<file path="config.mk">
export PLATFORM = sky130hd
export DESIGN_NAME = uart_encoder
export DESIGN_NICKNAME = d
export VERILOG_FILES = /design/src/rtl/uart_encoder.sv
export SDC_FILE = /design/constraint.sdc
export NUM_CORES = 1
export LEC_CHECK = 0
export CORE_UTILIZATION = 35
export CTS_CLUSTER_DIAMETER = 60
export DETAILED_ROUTE_END_ITERATION = 10
export PLACE_DENSITY = 0.59
export SYNTH_ARGS = -nofsm -noshare
export SYNTH_HDL_FRONTEND = slang
export SYNTH_SLANG_ARGS = --single-unit
</file>
<file path="constraint.sdc">
create_clock -name clk -period 3 [get_ports clk]
set_clock_uncertainty 0.2 [all_clocks]
set_input_delay 0.6 -clock clk [delete_from_list [all_inputs] [get_ports clk]]
set_output_delay 0.6 -clock clk [all_outputs]
set_load 0.01 [all_outputs]
</file>
<file path="src/rtl/uart_encoder.sv">
// Frame encoder for the board-to-board link: snapshots game state and writes 8 opcode-tagged bytes to the UART TX FIFO.
// Optional build macro UART_ENC_SHOT_PRIORITY_EN: a rising is_shooted edge starts a frame early instead of waiting out the gap.
module uart_encoder #(
  parameter int GAP_CYCLES = 1000
) (
  input  logic       clk,
  input  logic       rst,
  input  logic       tx_en,
  input  logic       tx_full,
  input  logic       local_shooter,
  input  logic       game_starts,
  input  logic [9:0] keeper_pos,
  input  logic [9:0] x_shooter,
  input  logic [9:0] y_shooter,
  input  logic [2:0] score,
  input  logic       is_shooted,
  output logic       wr_uart,
  output logic [7:0] w_data,
  output logic       frame_done
);

  localparam int GW = (GAP_CYCLES > 1) ? $clog2(GAP_CYCLES) : 1;
  localparam logic [GW-1:0] GAP_TC = GW'(GAP_CYCLES - 1);

  typedef enum logic [1:0] {GAP, SNAP, SEND} state_t;

  state_t        state;
  logic [GW-1:0] gap_cnt;
  logic [2:0]    idx;
  logic          snap_ls;
  logic          snap_gs;
  logic [9:0]    snap_kp;
  logic [9:0]    snap_x;
  logic [9:0]    snap_y;
  logic [2:0]    snap_score;
  logic          snap_shot;
  logic [4:0]    payload;
  logic          prio_go;
  logic          prio_pend;

`ifdef UART_ENC_SHOT_PRIORITY_EN
  logic shot_prev;
  logic shot_rise;

  assign shot_rise = is_shooted & ~shot_prev;
  assign prio_go   = shot_rise & tx_en;

  // An edge seen while a frame is in flight is remembered so the next frame follows immediately.
  always_ff @(posedge clk) begin
    if (rst) begin
      shot_prev <= 1'b0;
      prio_pend <= 1'b0;
    end else begin
      shot_prev <= is_shooted;
      if (shot_rise && state != GAP)
        prio_pend <= 1'b1;
      else if (state == SNAP)
        prio_pend <= 1'b0;
    end
  end
`else
  assign prio_go   = 1'b0;
  assign prio_pend = 1'b0;
`endif

  // Byte 0 never carries shooter=1 without game_starts, so the peer never decodes 10001.
  always_comb begin
    payload = 5'd0;
    case (idx)
      3'd0: payload = {snap_ls & snap_gs, snap_gs, 3'b001};
      3'd1: payload = snap_kp[4:0];
      3'd2: payload = snap_kp[9:5];
      3'd3: payload = snap_x[4:0];
      3'd4: payload = snap_x[9:5];
      3'd5: payload = snap_y[4:0];
      3'd6: payload = snap_y[9:5];
      3'd7: payload = {1'b0, snap_shot, snap_score};
      default: payload = 5'd0;
    endcase
  end

  always_ff @(posedge clk) begin
    if (rst) begin
      state      <= GAP;
      gap_cnt    <= '0;
      idx        <= 3'd0;
      wr_uart    <= 1'b0;
      w_data     <= 8'h00;
      frame_done <= 1'b0;
      snap_ls    <= 1'b0;
      snap_gs    <= 1'b0;
      snap_kp    <= 10'd0;
      snap_x     <= 10'd0;
      snap_y     <= 10'd0;
      snap_score <= 3'd0;
      snap_shot  <= 1'b0;
    end else begin
      wr_uart    <= 1'b0;
      frame_done <= 1'b0;
      case (state)
        GAP: begin
          if (state == GAP && prio_go && GAP_CYCLES > 0)
            state <= SNAP;
          else if (gap_cnt == GAP_TC) begin
            if (tx_en)
              state <= SNAP;
          end else
            gap_cnt <= gap_cnt + GW'(1);
        end
        SNAP: begin
          snap_ls    <= local_shooter;
          snap_gs    <= game_starts;
          snap_kp    <= keeper_pos;
          snap_x     <= x_shooter;
          snap_y     <= y_shooter;
          snap_score <= score;
          snap_shot  <= is_shooted;
          idx        <= 3'd0;
          state      <= SEND;
        end
        SEND: begin
          // idx wraps to 0 in the cycle byte 7 is written, which marks the end of the frame.
          if (wr_uart && idx == 3'd0) begin
            frame_done <= 1'b1;
            gap_cnt    <= '0;
            state      <= prio_pend ? SNAP : GAP;
          end else if (!wr_uart && !tx_full) begin
            wr_uart <= 1'b1;
            w_data  <= {payload, idx};
            idx     <= idx + 3'd1;
          end
        end
        default: state <= GAP;
      endcase
    end
  end

endmodule

</file>
==> impl_metrics.toml <==
[outcome]
status = "completed"

[placed_design]
hpwl_um = 4360
routabilityCongestion = 0.779
port_buffers = 49

[global_routing]
overflow = 0
grtUsageTotal = 0.172
grt_max_degree = 38
grt_pass1_wl_um = 10300
grt_pass1_vias = 2216
antenna_found_initial = 0

[worst_setup_path]
required_ns = 3.04
crit_fanout = 6
end_kind = "flip-flop"
worst-endpoint-arrival_ns = 2.28
cp-start-kind = "flip-flop"
critical_path_class = "flip-flop to flip-flop"

[power]
p_total_w = 0.00158
power_frac_clock = 0.411
p_sw_w = 0.000333
swShare = 0.210
pwr-share-seq = 0.533
p_int_w = 0.00125
power_frac_comb = 0.057
vdd_drop_max_mv = 0.241
power.density_nw_per_um2 = 466
p_leak_nw = 1.18

[cts]
cts_tree = "done"
postCtsSetupBuffers = 0
cts_max_path_buffers = 2
ctsResizeCount = 0
clk_latency_ns = 0.33
cts_root_buf = "clkbuf_8"
holdBufCountCts = 0
cts_buffers = 9
cts.htree.levels = 3
clock-sinks = 61
cts.clk_slew.worst_paths_ns = 0.06

[detailed_routing]
route.detailed.drc = 0
dr.pass1.iters = 4
first_iter_violations = 156
viasPerCell = 4.92
postRouteAntennaNets = 0
wl_per_cell_um = 13.2
routed-via-count = 2326
routed_wl_um = 6260

[die]
dieArea_sq_um = 8040
start_util = 0.367
die_x_um = 89.7
fp.dieH_um = 89.7
rows = 31
io_pins = 50
core_area_sq_um = 7330

[layout]
area_growth_pct = 26.4
drive_above_1_share = 0.0802
nNetsFinal = 419
antenna-diode-count = 0

[logic_synthesis]
synth_edf_count = 0
ys_top_cells_by_area = "dfxtp_1, nand2_1, a21oi_1"
synth.avg_cell_area_sq_um = 8.20
synth_nets = 375
ys_top_cells_by_count = "nand2_1, dfxtp_1, a21oi_1"
synth.distinct_cells = 47
synth_area_sq_um = 2690
synth_seq_cells = 61
synthArstFlopShare = 0
yosysTopAreaCell = "dfxtp_1"
seq_area_frac_synth = 0.454
synth_top_area_share = 0.454
synth_ff_type = "dfxtp_1"
syn_inst = 328
yosysMostFrequentCell = "nand2_1"
yosys_warnings = 0

[flow_run]
max_cap_violations = 0

[sta]
finalCritPeriodShare = 0.746
fin_tns_setup_ns = 0
grt_setup_unrepaired = "no"
maxSlewViolCount = 0
fin_crit_ns = 2.24
setup_viol = 0
final-hold-violation-count = 0
max_slew_margin = 0.502
fmax_mhz = 447
tightest_slew_ns = 0.741

[hold_path]
hp-class = "flip-flop to flip-flop"
power groups by stage:
stage	clock network (W)	logic, W	registers [W]
5_1_grt	0.000711	0.0000993	0.000846
3_3_place_gp	0	0.0000898	0.000860
6_report	0.000650	0.0000901	0.000843
2_1_floorplan	0	0.0000368	0.000853
3_5_place_dp	0	0.0000905	0.000861
4_1_cts	0.000670	0.0000910	0.000843
metrics by stage:
step | hold WS (ns) | setup WS, ns | instance area [sq um] | std cells | util
after global routing | 0.273 | 0.643 | 3400 | 473 | 0.464
final | 0.254 | 0.761 | 3400 | 473 | 0.464
after global placement | 0.244 | 0.527 | 3230 | 460 | 0.441
after CTS | 0.256 | 0.730 | 3400 | 473 | 0.464
after detailed placement | 0.247 | 0.514 | 3230 | 460 | 0.441
after floorplan | 0.233 | 0.664 | 2690 | 328 | -
layout make-up:
| cell class | instances | area (sq um) |
|---|---|---|
| multi-input combinational | 241 | 1340 |
| fill | 741 | 3930 |
| tap | 99 | 124 |
| inverter | 4 | 15.0 |
| clock inverter | 3 | 40.0 |
| sequential | 61 | 1220 |
| timing repair buffer | 55 | 531 |
| clock buffer | 10 | 128 |
logic make-up (layout without fill, tap and decap cells):
logic type	count (synthesis)	after routing	synth area share
AO/OA/AOI/OAI	90	90	0.209
buffers and inverters	26	72	0.0484
flip-flops	61	61	0.454
multiplexers	3	3	0.0126
AND/OR/NAND/NOR	141	141	0.243
adder cells (fa/ha/maj)	7	7	0.0326
path summary, 6_finish.rpt:
kind,slack (ns),end,depth (start not counted),startpoint
hold / removal,0.25,snap_x[8]$_SDFFE_PP0P_,2,snap_x[8]$_SDFFE_PP0P_
setup / recovery,0.76,w_data[6]$_SDFFE_PP0P_,6,idx[0]$_SDFFE_PP0P_
setup reg to reg,0.76,w_data[6]$_SDFFE_PP0P_,6,idx[0]$_SDFFE_PP0P_
hold reg to reg,0.25,snap_x[8]$_SDFFE_PP0P_,2,snap_x[8]$_SDFFE_PP0P_
placed cells by master (no fill, tap or decap), types with 5 or more instances in the layout:
| cell | count |
|---|---|
| o21ai_0 | 5 |
| buf_4 | 6 |
| clkbuf_8 | 9 |
| clkdlybuf4s50_1 | 48 |
| dfxtp_1 | 61 |
| nor2_1 | 16 |
| nand2_1 | 90 |
| ha_1 | 7 |
| a21oi_1 | 55 |
worst max-delay path, stage by stage, from the launching register on:
cell and delay (ns):
dfxtp_1 0.36, ha_1 0.24, ha_1 0.27, or4_4 0.57, a21oi_4 0.18, nor3b_2 0.07, o41ai_2 0.25
sequential cells by signal (all words and copies together), names as in the netlist:
name / count
gap_cnt: 10
snap_kp: 10
snap_x: 10
snap_y: 10
w_data: 8
idx: 3
snap_score: 3
state: 2
frame_done: 1
snap_gs: 1
snap_ls: 1
snap_shot: 1
wr_uart: 1
per-layer routing:
metal | vias up | GRT usage | wire (um)
li1 | 1225 | - | -
met1 | 1059 | 0.213 | 2950
met2 | 38 | 0.289 | 3020
met3 | 4 | 0.0603 | 248
met4 | 0 | 0.0390 | 42
met5 | - | 0 | 0
Power figures use the tool's default switching activity.
